`src/rtl/reglk_enforced_regfile.sv`:
```
// Lock-enforcing register bank: a req/gnt/rvalid bus in front of NUM_REGS 32-bit registers.
// Writes are denied until lock words are declared valid, and denied writes are logged as violations.
module reglk_enforced_regfile #(
  parameter int          NUM_REGS    = 16,
  parameter int          REGLK_WORDS = 6,
  parameter int          ADDR_W      = 8,
  parameter int          CNT_W       = 8,
  parameter logic [31:0] RESET_VAL   = 32'h0
) (
  input  logic                      clk_i,
  input  logic                      rst_i,
  input  logic [32*REGLK_WORDS-1:0] reglk_i,
  input  logic                      reglk_valid_i,
  input  logic                      req_i,
  input  logic                      we_i,
  input  logic [ADDR_W-1:0]         addr_i,
  input  logic [31:0]               wdata_i,
  input  logic [3:0]                be_i,
  output logic                      gnt_o,
  output logic                      rvalid_o,
  output logic [31:0]               rdata_o,
  output logic                      err_o,
  output logic                      viol_o,
  output logic [ADDR_W-1:0]         viol_addr_o,
  output logic [CNT_W-1:0]          viol_cnt_o,
  input  logic                      viol_clr_i,
  output logic [32*NUM_REGS-1:0]    regs_o
);

  localparam int IDX_W = (NUM_REGS > 1) ? $clog2(NUM_REGS) : 1;
  localparam logic [CNT_W-1:0] CNT_MAX = {CNT_W{1'b1}};

  typedef enum logic [1:0] {
    IDLE = 2'd0,
    EXEC = 2'd1,
    RESP = 2'd2
  } state_e;

  state_e              state_q, state_d;
  logic                armed_q;
  logic                we_q;
  logic [ADDR_W-1:0]   addr_q;
  logic [31:0]         wdata_q;
  logic [3:0]          be_q;
  logic [31:0]         rdata_q;
  logic                err_q;
  logic [31:0]         regs_q [NUM_REGS];
  logic                viol_q, viol_d;
  logic [ADDR_W-1:0]   viol_addr_q, viol_addr_d;
  logic [CNT_W-1:0]    viol_cnt_q, viol_cnt_d;

  logic                inRange;
  logic [IDX_W-1:0]    addrIdx;
  logic [NUM_REGS-1:0] lockVec;
  logic                locked;
  logic                isExec;
  logic                violation;
  logic                execErr;
  logic                doWrite;
  logic                unusedLockBits;

  // Lock bits of registers that do not exist are irrelevant here.
  assign unusedLockBits = ^reglk_i[32*REGLK_WORDS-1:NUM_REGS];

  assign gnt_o    = (state_q == IDLE) & ~rst_i;
  assign rvalid_o = (state_q == RESP);
  assign rdata_o  = rvalid_o ? rdata_q : 32'h0;
  assign err_o    = rvalid_o & err_q;

  assign viol_o      = viol_q;
  assign viol_addr_o = viol_addr_q;
  assign viol_cnt_o  = viol_cnt_q;

  always_comb begin
    state_d = state_q;
    case (state_q)
      IDLE:    if (req_i) state_d = EXEC;
      EXEC:    state_d = RESP;
      RESP:    state_d = IDLE;
      default: state_d = IDLE;
    endcase
  end

  // Until armed, every register reads as locked regardless of the lock words.
  always_comb begin
    inRange   = (addr_q < ADDR_W'(NUM_REGS));
    addrIdx   = addr_q[IDX_W-1:0];
    lockVec   = ~{NUM_REGS{armed_q}} | reglk_i[NUM_REGS-1:0];
    locked    = inRange & lockVec[addrIdx];
    isExec    = (state_q == EXEC);
    violation = isExec & we_q & locked;
    execErr   = ~inRange | (we_q & locked);
    doWrite   = isExec & we_q & inRange & ~locked;
  end

  always_comb begin
    viol_d      = viol_q;
    viol_addr_d = viol_addr_q;
    viol_cnt_d  = viol_cnt_q;
    if (viol_clr_i) begin
      viol_d      = 1'b0;
      viol_addr_d = '0;
      viol_cnt_d  = '0;
    end
    if (violation) begin
      viol_d = 1'b1;
      if (viol_clr_i || !viol_q) viol_addr_d = addr_q;
      viol_cnt_d = (viol_cnt_d == CNT_MAX) ? CNT_MAX : viol_cnt_d + CNT_W'(1);
    end
  end

  always_ff @(posedge clk_i) begin
    if (rst_i) begin
      state_q     <= IDLE;
      armed_q     <= 1'b0;
      we_q        <= 1'b0;
      addr_q      <= '0;
      wdata_q     <= '0;
      be_q        <= '0;
      rdata_q     <= '0;
      err_q       <= 1'b0;
      viol_q      <= 1'b0;
      viol_addr_q <= '0;
      viol_cnt_q  <= '0;
    end else begin
      state_q     <= state_d;
      armed_q     <= armed_q | reglk_valid_i;
      viol_q      <= viol_d;
      viol_addr_q <= viol_addr_d;
      viol_cnt_q  <= viol_cnt_d;
      if (state_q == IDLE && req_i) begin
        we_q    <= we_i;
        addr_q  <= addr_i;
        wdata_q <= wdata_i;
        be_q    <= be_i;
      end
      if (isExec) begin
        err_q   <= execErr;
        rdata_q <= (!execErr && !we_q) ? regs_q[addrIdx] : 32'h0;
      end
    end
  end

  always_ff @(posedge clk_i) begin
    if (rst_i) begin
      for (int i = 0; i < NUM_REGS; i++) regs_q[i] <= RESET_VAL;
    end else if (doWrite) begin
      for (int k = 0; k < 4; k++) begin
        if (be_q[k]) regs_q[addrIdx][8*k +: 8] <= wdata_q[8*k +: 8];
      end
    end
  end

  for (genvar g = 0; g < NUM_REGS; g++) begin : gen_regs_out
    assign regs_o[32*g +: 32] = regs_q[g];
  end

endmodule
```
`config.mk`:
```
export PLATFORM = sky130hd
export DESIGN_NAME = reglk_enforced_regfile
export DESIGN_NICKNAME = d
export VERILOG_FILES = /design/src/rtl/reglk_enforced_regfile.sv
export SDC_FILE = /design/constraint.sdc
export NUM_CORES = 1
export LEC_CHECK = 0
export ABC_AREA = 0
export BUFFER_PORTS_ARGS = -buffer_cell sky130_fd_sc_hd__buf_2
export CORE_AREA = 2 2 312 314
export DETAILED_ROUTE_END_ITERATION = 8
export DIE_AREA = 0 0 314 316
export PLACE_DENSITY_LB_ADDON = 0.2
export SLEW_MARGIN = 30
export SYNTH_ARGS = -nofsm -noshare
export SYNTH_HDL_FRONTEND = slang
export SYNTH_SLANG_ARGS = --single-unit
```
`constraint.sdc`:
```
create_clock -name clk_i -period 8.52 [get_ports clk_i]
set_clock_uncertainty 0.05 [all_clocks]
set_input_delay 0.426 -clock clk_i [delete_from_list [all_inputs] [get_ports clk_i]]
set_output_delay 0.426 -clock clk_i [all_outputs]
set_load 0.005 [all_outputs]
```
==> impl_results.md, run 1 <==
* Status: finished clean
* HP Class: input port to flip-flop
* Startpoint types: flip-flop
* Antenna Violating Nets Remaining at 0
* Area share of the leading cell type in the synthesized netlist at 58.48%
* Die area at 0.09922 sq mm
* # port buffers at 629
* Ys async rst share at 0%
* Post-cts gate resize count at 0
* Core utilization of the finished layout at 35.14%
* Clk slew on worst S/H paths at 0.06 ns
* Row cnt at 114
* Max-slew violation count at 0
* Largest area contributor in the netlist: edfxtp_1
* Post-route cell area at 0.03373 sq mm
* RSZ-0062 raised after global routing: false
* Clock Tree Buf Depth at 3
* Slew HR at 29.94%
* Root Driver: clkbuf_16
* Fmax at 0.2322 GHz
* CP Max Fanout at 16
* Io pins at 806
* Initial antenna violation count at 14
* FF/Latch Area at 0.01743 sq mm
* CP required at 8.80 ns
* Area taken by multi-input logic gates at 0.008165 sq mm
* Fraction of layout cells with a size suffix above 1 at 37.58%
* Avg WL per Cell at 29.66 microns
* Sequential area share after synthesis at 66.24%
* Final setup fails at 0
* Total routed wirelength at 117400 microns
* Least-Margin Pin Slew at 1.048 ns
* Final setup margin at 4.213 ns
* Max cap viols at 0
* Type of destination of the critical path: flip-flop
* Core area at 0.09599 sq mm
* Starting density of the core at 27.39%
* Avg Synthesized Cell Area at 13.22 sq um
* Worst path slowest cell: o21ai_1
* Peak supply drop at 138.2 uV
* CTS buffer count at 71
* Synth Cell Area at 0.02629 sq mm
* Sw power at 1690 uW
* Crit path largest cell delay at 1.01 ns
* Die height at 316 microns
* Place WS at 4.189 ns
* Worst endpoint data arrival time at 4.59 ns
* Yosys warns at 0
* Via total after detailed routing at 20100
* Largest net degree at the start of global routing at 69
* Placed cell area at 0.03093 sq mm
* Final setup TNS at 0 ns
* # nets final at 2865
* Pwr/cell area at 212.0 mW/mm^2
* Vias per cell at 5.079
* Final Cycle Share at 50.55%
* CTS HTree Levels at 3
* TritonRoute pass-1 iters at 5
* TritonCTS clock tree: done
* Final hold vios at 0
* Seq pwr share at 48.4%
* Crit Path Class: flip-flop to flip-flop
* Fill cells at 9479
* Tmin final at 4.307 ns
* Cells after Synth at 1989
* Ys flop type: edfxtp_1
* Switching portion of total power at 23.63%
* Int Power at 5462 uW
* Initial DRC Count at 2081
* Cells along the critical path: mux2_2 > mux4_2 > nor3_1 > nand2_1 > o21ai_1 > buf_4
* Vias in the first global route at 19710
* Combinational power share at 7.8%
* Routability Congestion at 0.9333
* Die width at 314 microns
* Area growth from synthesis to layout at 28.29%
* Syn nets at 2232
* Post-DP HPWL at 85370 microns
* Synth Register Bits at 614
* Count of cell types in the netlist at 45
* Clock latency on the worst-skew pair at 0.63 ns
* Gr ovfl total at 0
* Global-route wire length before repair at 158700 microns
* Worst Hold Slack at 0.05718 ns
* Clock Power Share at 43.8%
* Leak pwr at 0.01256 uW
* EDFF count, synth at 512
* # clock sinks at 614
* Synth top area cells: edfxtp_1, mux4_2, dfxtp_1
* # DRC at 0
* Global Route Usage Sum at 23.12%
[per-layer routing]
metal	up-vias	global-route usage [%]	wire [microns]
li1	8383	-	-
met1	10370	31.33	49030
met2	1152	36.80	54860
met3	183	5.359	10120
met4	8	7.253	3284
met5	-	0	60
[path summary, 6_finish.rpt]
| path | start | endpoint | slack, ns | depth (start not counted) |
|---|---|---|---|---|
| max reg2reg | addr_q[1] | regs_q[12][6] | 4.21 | 6 |
| min | wdata_i[14] | wdata_q[14] | 0.06 | 3 |
| min reg2reg | rdata_q[6] | rdata_q[6] | 0.40 | 2 |
| max | addr_q[1] | regs_q[12][6] | 4.21 | 6 |
[cells by family after synthesis]
kind of cell	count (synthesis)	synth area share (%)
AOI/OAI and AO/OA	155	3.150
adders and majority gates	1	0.04758
buffers and inverters	206	3.198
DFF	614	66.24
muxes	170	14.22
and+or+nand+nor	843	13.14
[Yosys cell counts (2+ instances only)]
| master | number |
|---|---|
| a21oi_1 | 54 |
| a221oi_1 | 2 |
| a31oi_1 | 2 |
| and2_1 | 38 |
| and3_1 | 6 |
| buf_1 | 17 |
| buf_2 | 21 |
| buf_6 | 5 |
| clkbuf_1 | 127 |
| dfxtp_1 | 102 |
| edfxtp_1 | 512 |
| inv_1 | 35 |
| mux2_2 | 7 |
| mux4_2 | 162 |
| nand2_1 | 212 |
| nand2_2 | 3 |
| nand3_1 | 26 |
| nand4_1 | 2 |
| nor2_1 | 524 |
| nor2b_1 | 14 |
| nor3_1 | 4 |
| o211ai_1 | 5 |
| o21ai_0 | 84 |
| o31ai_1 | 2 |
| or3_1 | 2 |
| or4_1 | 2 |
[cells in the final DEF, fill, tap and decap left out, types with 6 or more instances in the layout]
cell and instances:
clkbuf_16 73, o21ai_0 65, clkinv_2 7, inv_1 34, nor2b_1 11, and3_1 6, dfxtp_1 98, dlygate4sd3_1 41
nand2_1 198, clkbuf_8 10, buf_4 60, a21oi_1 54, o21ai_1 11, nor2_1 522, buf_2 628, clkinv_1 10
edfxtp_1 512, nand3_1 26, clkbuf_1 16, nand2_2 10, mux4_2 162, mux2_2 7, o21ai_2 8, and2_1 37
bufinv_16 7, nand2_4 7
[stage by stage]
stage | instances | total power, uW
after floorplan | 1989 | 3741
after global placement | 3783 | 4064
after detailed placement | 3784 | 4071
after CTS | 3953 | 7214
after global routing | 3955 | 7370
final | 3957 | 7152
[final cells by class]
class / instances / area share [%]
Sequential cell: 614 / 51.67
Clock buffer: 99 / 6.002
Clock inverter: 29 / 0.9941
Tap cell: 1276 / 4.733
Multi-Input combinational cell: 1169 / 24.21
Inverter: 35 / 0.3969
Antenna cell: 4 / 0.02968
Timing Repair Buffer: 731 / 11.96
[power groups by stage]
stage | Combinational [uW] | Clock [uW] | Sequential [uW]
floorplan | 274 | 0 | 3470
global placement | 541 | 0 | 3520
detailed placement | 551 | 0 | 3520
CTS | 568 | 3190 | 3460
global route | 599 | 3300 | 3470
finish | 561 | 3130 | 3460
[state kept, by name, indices dropped and copies added, names as in the netlist, named ones only]
name / flops
viol_addr_o: 8
state_q: 2
be_q: 4
rdata_q: 32
we_q: 1
viol_o: 1
wdata_q: 32
armed_q: 1
viol_cnt_o: 8
addr_q: 8
regs_q: 512
err_q: 1
[repair_timing]
item / in CTS / in global routing
hold buffers: 41 / 0
endpoints found under the hold margin: 44 / 0
buffers inserted: 0 / 0
[worst max-delay path, delay by kind of cell (launching register included)]
family / cells / cell delay [ns]
simple gates: 2 / 0.88
mux: 2 / 1.01
buf+inv: 1 / 0.30
flops: 1 / 0.76
compound gates: 1 / 1.01
Power figures use the tool's default switching activity.
==> run 2, diff against run 1 <==
--- a/config.mk
+++ b/config.mk
@@ -7,9 +7,9 @@
 export LEC_CHECK = 0
 export ABC_AREA = 0
 export BUFFER_PORTS_ARGS = -buffer_cell sky130_fd_sc_hd__buf_2
-export CORE_AREA = 2 2 312 314
+export CORE_AREA = 2 2 315 317
 export DETAILED_ROUTE_END_ITERATION = 8
-export DIE_AREA = 0 0 314 316
+export DIE_AREA = 0 0 317 319
 export PLACE_DENSITY_LB_ADDON = 0.2
 export SLEW_MARGIN = 30
 export SYNTH_ARGS = -nofsm -noshare
==> constraint.sdc (replaced) <==
create_clock -name clk_i -period 4.2 [get_ports clk_i]
set_clock_uncertainty 0.05 [all_clocks]
set_input_delay 0.21 -clock clk_i [delete_from_list [all_inputs] [get_ports clk_i]]
set_output_delay 0.21 -clock clk_i [all_outputs]
set_load 0.005 [all_outputs]
==> impl_results.md, run 2 (synthesized netlist as in run 1, its figures left out) <==
* Status: finished clean (unchanged)
* Commonest non-fill, non-tap cell in the layout: buf_2 (unchanged)
* Fraction of layout cells with a size suffix above 1 at 38.31% (was 37.58%)
* Routability Congestion at 0.9330 (was 0.9333)
* Die width at 317 microns (was 314 microns)
* Combinational power share at 8.1% (was 7.8%)
* CP required at 4.60 ns (was 8.80 ns)
* CP Max Fanout at 20 (was 16)
* Least-Margin Pin Slew at 1.016 ns (was 1.048 ns)
* Worst path slowest cell: mux4_2 (was o21ai_1)
* Global Route Usage Sum at 23.48% (was 23.12%)
* Sw power at 3457 uW (was 1690 uW)
* Tmin final at 3.288 ns (was 4.307 ns)
* Core area at 0.09770 sq mm (was 0.09599 sq mm)
* Pwr/cell area at 421.3 mW/mm^2 (was 212.0 mW/mm^2)
* Core utilization of the finished layout at 34.96% (was 35.14%)
* Peak supply drop at 285.0 uV (was 138.2 uV)
* Post-cts gate resize count at 0 (unchanged)
* Vias per cell at 5.037 (was 5.079)
* CTS HTree Levels at 3 (unchanged)
* Max reg flops at 512 (unchanged)
* Startpoint types: flip-flop (unchanged)
* Setup slack, reg-to-reg at 0.91 ns (was 4.21 ns)
* HP Class: input port to flip-flop (unchanged)
* Switching portion of total power at 24.02% (was 23.63%)
* Final Cycle Share at 78.30% (was 50.55%)
* CTS buffer count at 71 (unchanged)
* Antenna Violating Nets Remaining at 0 (unchanged)
* Via total after detailed routing at 20260 (was 20100)
* Starting density of the core at 26.91% (was 27.39%)
* Leak pwr at 0.01272 uW (was 0.01256 uW)
* Clk slew on worst S/H paths at 0.06 ns (about the same)
* Max-slew violation count at 0 (unchanged)
* Worst setup path startpoint: addr_q[1] (unchanged)
* Launch point of the worst reg-to-reg path: addr_q[1] (unchanged)
* Cells along the critical path: mux2_2 > mux4_2 > nor4_4 > buf_4 > nand2_2 > buf_4 > nor2_1 (was mux2_2 > mux4_2 > nor3_1 > nand2_1 > o21ai_1 > buf_4)
* # clock sinks at 614 (unchanged)
* RSZ-0062 raised after global routing: false (unchanged)
* Vias in the first global route at 20010 (was 19710)
* # nets final at 2920 (was 2865)
* Biggest register: regs_q (unchanged)
* Avg WL per Cell at 30.06 microns (was 29.66 microns)
* TritonCTS clock tree: done (unchanged)
* Global-route wire length before repair at 164300 microns (was 158700 microns)
* Slew HR at 32.13% (was 29.94%)
* Io pins at 806 (unchanged)
* Crit-path most repeated cell: buf_4
* Fmax at 0.3041 GHz (was 0.2322 GHz)
* Initial DRC Count at 2261 (was 2081)
* Die area at 0.1011 sq mm (was 0.09922 sq mm)
* # port buffers at 629 (unchanged)
* Top flop regs: regs_q (512), rdata_q (32), wdata_q (32) (unchanged)
* Initial antenna violation count at 15 (was 14)
* Type of destination of the critical path: flip-flop (unchanged)
* Worst Hold Slack at 0.2126 ns (was 0.05718 ns)
* Area growth from synthesis to layout at 29.93% (was 28.29%)
* Final setup TNS at 0 ns (unchanged)
* Int Power at 10940 uW (was 5462 uW)
* Gr ovfl total at 0 (unchanged)
* Max cap viols at 0 (unchanged)
* Capture point of the worst reg-to-reg path: regs_q[4][4] (was regs_q[12][6])
* Clock Tree Buf Depth at 3 (unchanged)
* Final setup fails at 0 (unchanged)
* Clock latency on the worst-skew pair at 0.64 ns (was 0.63 ns)
* TritonRoute pass-1 iters at 6 (was 5)
* # DRC at 0 (unchanged)
* Worst endpoint data arrival time at 3.69 ns (was 4.59 ns)
* Root Driver: clkbuf_16 (unchanged)
* Final hold vios at 0 (unchanged)
* Die height at 319 microns (was 316 microns)
* Clock Power Share at 43.0% (was 43.8%)
* Crit Path Class: flip-flop to flip-flop (unchanged)
* Row cnt at 115 (was 114)
* Largest net degree at the start of global routing at 52 (was 69)
* Post-DP HPWL at 88930 microns (was 85370 microns)
* Register-to-Register Path Depth at 7 (was 6)
* Seq pwr share at 48.8% (was 48.4%)
* Crit path capture: regs_q[4][4] (was regs_q[12][6])
* Crit path largest cell delay at 0.61 ns (was 1.01 ns)
* Total routed wirelength at 120900 microns (was 117400 microns)
* Most frequent cells in the layout: buf_2, nor2_1, edfxtp_1 (unchanged)
## run 2: cell count changes in the layout (fill, tap and decap cells not counted), sizes merged
cell	previous run	this run
bufinv	7	4
diode	4	2
clkinvlp	2	4
buf	690	738
clkbuf	99	98
clkinv	17	21
inv	38	37
dlygate4sd3	41	48
## run 2: critical path: cells and delay by family (launching register included)
family	cells	cell delay, ns
multiplexers	2	1.00
flip-flops	1	0.54
AND/OR/NAND/NOR	3	0.74
buffers and inverters	2	0.72
## run 2: final cells by class
type | instances | area, sq um
clock inverter | 31 | 282.8
multi-input combinational | 1169 | 8103
inverter | 35 | 131.4
sequential | 614 | 17430
tap | 1287 | 1610
timing repair buffer | 786 | 4574
fill | 9667 | 63540
antenna | 2 | 5.005
clock buffer | 98 | 2022
## run 2: routing by layer
metal | share of wire, % | vias up | track usage [%]
met1 | 42 | 10480 | 31.93
li1 | - | 8510 | -
met5 | 0.066 | - | 0
met2 | 47 | 1107 | 37.65
met4 | 2.5 | 8 | 6.866
met3 | 8.5 | 153 | 4.910
## run 2: stage by stage
step	total power [uW]	std cells	cell area [sq um]	worst slack (ns)
finish	14390	4022	34160	0.9116
floorplan	7590	1989	26290	1.059
CTS	14520	4020	34150	0.8797
detailed placement	8294	3843	31370	0.8929
global route	14830	4020	34160	0.7205
global placement	8278	3841	31320	0.9777
## run 2: what timing repair did
action	in CTS	in global routing
hold buffers	48	0
buffers inserted	0	0
endpoints found under the hold margin	52	0
setup endpoints to repair	0	0
## run 2: power by group through the flow
stage                     logic [uW]  registers [uW]  clock network (uW)
after floorplan                  555            7030                   0
after global placement          1120            7160                   0
final                           1170            7030                6200
after detailed placement        1140            7150                   0
after global routing            1240            7040                6540
after CTS                       1180            7030                6310
## run 2: how the worst min path moves through the flow
stage,from,end,slack (ns),depth (start not counted)
after floorplan,reglk_valid_i,armed_q,0.28,2
after global placement,reglk_valid_i,armed_q,0.38,3
after detailed placement,rdata_q[19],rdata_q[19],0.39,2
after CTS,req_i,state_q[0],0.18,4
after global routing,req_i,wdata_q[25],0.28,5
final,req_i,state_q[0],0.21,4
==> run 3, diff against run 2 <==
--- a/config.mk
+++ b/config.mk
@@ -5,11 +5,11 @@
 export SDC_FILE = /design/constraint.sdc
 export NUM_CORES = 1
 export LEC_CHECK = 0
-export ABC_AREA = 0
+export ABC_AREA = 1
 export BUFFER_PORTS_ARGS = -buffer_cell sky130_fd_sc_hd__buf_2
-export CORE_AREA = 2 2 315 317
+export CORE_AREA = 2 2 314 316
 export DETAILED_ROUTE_END_ITERATION = 8
-export DIE_AREA = 0 0 317 319
+export DIE_AREA = 0 0 316 318
 export PLACE_DENSITY_LB_ADDON = 0.2
 export SLEW_MARGIN = 30
 export SYNTH_ARGS = -nofsm -noshare
==> constraint.sdc (replaced) <==
create_clock -name clk_i -period 2.8 [get_ports clk_i]
set_clock_uncertainty 0.05 [all_clocks]
set_input_delay 0.14 -clock clk_i [delete_from_list [all_inputs] [get_ports clk_i]]
set_output_delay 0.14 -clock clk_i [all_outputs]
set_load 0.005 [all_outputs]
==> impl_results.md, run 3 <==
* Clk slew on worst S/H paths at 0.06 ns (about the same)
* TritonRoute pass-1 iters at 5 (was 6)
* Post-DP HPWL at 97280 microns (was 88930 microns)
* CTS buffer count at 71 (unchanged)
* Clock latency on the worst-skew pair at 0.62 ns (was 0.64 ns)
* Ys async rst share at 0% (unchanged)
* Synth top area cells: edfxtp_1, nor2_1, dfxtp_1 (was edfxtp_1, mux4_2, dfxtp_1)
* Initial antenna violation count at 10 (was 15)
* Cells along the critical path: buf_4 > nand3_1 > nand2_1 > nor2_1 > nor2_1 > nor2_1 > nand2_4 > nand2_8 > inv_12 > buf_12 > nand4_4 > nand2_1 (was mux2_2 > mux4_2 > nor4_4 > buf_4 > nand2_2 > buf_4 > nor2_1)
* Worst endpoint data arrival time at 2.82 ns (was 3.69 ns)
* Peak supply drop at 356.8 uV (was 285.0 uV)
* Area growth from synthesis to layout at 27.61% (was 29.93%)
* # nets final at 3827 (was 2920)
* Final hold vios at 0 (unchanged)
* Max-slew violation count at 0 (unchanged)
* Io pins at 806 (unchanged)
* Yosys warns at 0 (unchanged)
* Ys flop type: edfxtp_1 (unchanged)
* Root Driver: clkbuf_16 (unchanged)
* Core area at 0.09741 sq mm (was 0.09770 sq mm)
* Launch point of the worst reg-to-reg path: addr_q[0] (was addr_q[1])
* Synth top cells by count: nor2_1, edfxtp_1, o21ai_0 (was nor2_1, edfxtp_1, nand2_1)
* # DRC at 0 (unchanged)
* CP Max Fanout at 17 (was 20)
* Most common cell in the netlist: nor2_1 (unchanged)
* Biggest register: regs_q (unchanged)
* Least-Margin Pin Slew at 0.9728 ns (was 1.016 ns)
* Fill cells at 9869 (was 9667)
* Synth Cell Area at 0.02876 sq mm (was 0.02629 sq mm)
* Routability Congestion at 0.9153 (was 0.9330)
* RSZ-0062 raised after global routing: false (unchanged)
* Register-to-Register Path Depth at 12 (was 7)
* Setup slack, reg-to-reg at 0.19 ns (was 0.91 ns)
* Leak pwr at 0.01505 uW (was 0.01272 uW)
* # port buffers at 629 (unchanged)
* Commonest non-fill, non-tap cell in the layout: nor2_1 (was buf_2)
* Fmax at 0.3834 GHz (was 0.3041 GHz)
* HP Class: input port to flip-flop (unchanged)
* Syn nets at 3157 (was 2232)
* CP required at 3.01 ns (was 4.60 ns)
* CP Depth at 12 (was 7)
* Die area at 0.1005 sq mm (was 0.1011 sq mm)
* Total routed wirelength at 130800 microns (was 120900 microns)
* Type of destination of the critical path: flip-flop (unchanged)
* Final Cycle Share at 93.16% (was 78.30%)
* Synth Register Bits at 614 (unchanged)
* Final setup margin at 0.1916 ns (was 0.9116 ns)
* Area share of the leading cell type in the synthesized netlist at 53.45% (was 58.48%)
* Crit path largest cell delay at 0.46 ns (was 0.61 ns)
* Pwr/cell area at 626.3 mW/mm^2 (was 421.3 mW/mm^2)
* Worst path slowest cell: dfxtp_1 (was mux4_2)
* Starting density of the core at 29.53% (was 26.91%)
* Fraction of layout cells with a size suffix above 1 at 29.20% (was 38.31%)
* Crit Path Class: flip-flop to flip-flop (unchanged)
* Avg Synthesized Cell Area at 9.870 sq um (was 13.22 sq um)
* Die height at 318 microns (was 319 microns)
* CTS HTree Levels at 3 (unchanged)
* Count of cell types in the netlist at 36 (was 45)
* Via total after detailed routing at 25110 (was 20260)
* CP delay by family, top: simple AND/OR/NAND/NOR gates (was multiplexers)
* Most frequent cells in the layout: nor2_1, buf_2, edfxtp_1 (was buf_2, nor2_1, edfxtp_1)
* Vias per cell at 5.092 (was 5.037)
* Cells after Synth at 2914 (was 1989)
* TritonCTS clock tree: done (unchanged)
* Slew HR at 34.74% (was 32.13%)
* Final setup TNS at 0 ns (unchanged)
* Worst path buffer plus inverter count at 3 (was 2)
* Startpoint types: flip-flop (unchanged)
* Initial DRC Count at 2803 (was 2261)
* Area taken by multi-input logic gates at 0.009982 sq mm (was 0.008103 sq mm)
* Largest net degree at the start of global routing at 118 (was 52)
* Capture point of the worst reg-to-reg path: regs_q[0][3] (was regs_q[4][4])
* Global-route wire length before repair at 179800 microns (was 164300 microns)
* Place WS at 0.03963 ns (was 0.8929 ns)
* Crit-path most repeated cell: nor2_1 (was buf_4)
* # clock sinks at 614 (unchanged)
* Crit path capture: regs_q[0][3] (was regs_q[4][4])
* Row cnt at 115 (unchanged)
* Final setup fails at 0 (unchanged)
* Tmin final at 2.608 ns (was 3.288 ns)
* Avg WL per Cell at 26.53 microns (was 30.06 microns)
* Worst setup path startpoint: addr_q[0] (was addr_q[1])
* Max reg flops at 512 (unchanged)
* Die width at 316 microns (was 317 microns)
* FF/Latch Area at 0.01743 sq mm (about the same)
* Largest area contributor in the netlist: edfxtp_1 (unchanged)
* Global Route Usage Sum at 25.27% (was 23.48%)
* EDFF count, synth at 512 (unchanged)
* Antenna Violating Nets Remaining at 0 (unchanged)
* Gr ovfl total at 0 (unchanged)
* Top flop regs: regs_q (512), rdata_q (32), wdata_q (32) (unchanged)
* Vias in the first global route at 23390 (was 20010)
* Sequential area share after synthesis at 60.55% (was 66.24%)
* Max cap viols at 0 (unchanged)
* Clock Tree Buf Depth at 3 (unchanged)
* Status: finished clean (unchanged)
-- run 3: cell count changes after synthesis, moves of 32 or more --
cell,before,now
mux4_2,162,0
nor2_1,524,901
a21oi_1,54,92
clkinv_1,0,32
o211ai_1,5,109
and2_1,38,0
o21ai_0,84,314
nand3_1,26,111
nand4_4,0,60
inv_1,35,90
nand2_1,212,274
nor2_2,0,69
-- run 3: where the power goes --
part | internal (uW) | leakage [uW] | switching, uW
clock network | 5500 | 0.00113 | 3970
registers | 10200 | 0.00614 | 299
logic | 855 | 0.00778 | 2170
total | 16600 | 0.0150 | 6430
-- run 3: stage by stage --
step | cell area [sq um] | utilization [%] | hold slack, ns | std cells | power [uW]
6_report | 36700 | 37.68 | 0.1329 | 4930 | 22990
4_1_cts | 36580 | 37.55 | 0.1066 | 4927 | 23110
3_3_place_gp | 33760 | 34.65 | 0.2934 | 4750 | 13630
2_1_floorplan | 28760 | - | 0.2058 | 2914 | 12110
5_1_grt | 36700 | 37.67 | 0.1306 | 4927 | 23730
3_5_place_dp | 33760 | 34.65 | 0.3044 | 4750 | 13630
-- run 3: repair_timing --
action | 4_1_cts | 5_1_grt
buffers inserted | 0 | 0
endpoints found under the setup margin | 0 | 369
gates resized for setup | 0 | 45
endpoints found under the hold margin | 57 | 0
hold buffers | 48 | 0
-- run 3: worst min-delay path by stage --
stage,from,endpoint,slack (ns),cells past startpoint
after CTS,rst_i,state_q[0],0.11,3
after detailed placement,reglk_valid_i,armed_q,0.30,3
after global routing,rst_i,state_q[0],0.13,3
final,rst_i,state_q[1],0.13,3
after global placement,reglk_valid_i,armed_q,0.29,3
after floorplan,reglk_valid_i,armed_q,0.21,2
-- run 3: cell type report --
class                           instances  share of cell area [%]
Clock inverter                         28                  0.8284
Sequential cell                       614                   47.49
Multi-Input combinational cell       1968                   27.20
Tap cell                             1287                   4.387
Antenna cell                            3                 0.02045
Clock buffer                          101                   5.563
Timing Repair Buffer                  797                   13.10
Inverter                              132                   1.418
-- run 3: logic make-up (layout without fill, tap and decap cells) --
family          count (synthesis)  in the layout  share of synthesized area (%)
fa+ha+maj                       1              1                        0.04349
buf+inv                       332           1058                          5.203
flops                         614            614                          60.55
compound gates                530            530                          10.27
other cells                     0              3                              0
simple gates                 1437           1437                          23.93
-- run 3: worst min-delay path: stages --
cell and delay (ns):
buf_2 0.23, buf_4 0.27, nor2_1 0.11
-- run 3: metal layers --
| metal | share of wire (%) | global-route usage (%) | routed length (microns) | vias to the layer above |
|---|---|---|---|---|
| met3 | 9.9 | 7.056 | 12930 | 201 |
| met4 | 3.7 | 9.342 | 4890 | 8 |
| li1 | - | - | - | 11330 |
| met5 | 0.037 | 0 | 49 | - |
| met2 | 42 | 35.77 | 54390 | 1242 |
| met1 | 45 | 36.40 | 58540 | 12330 |
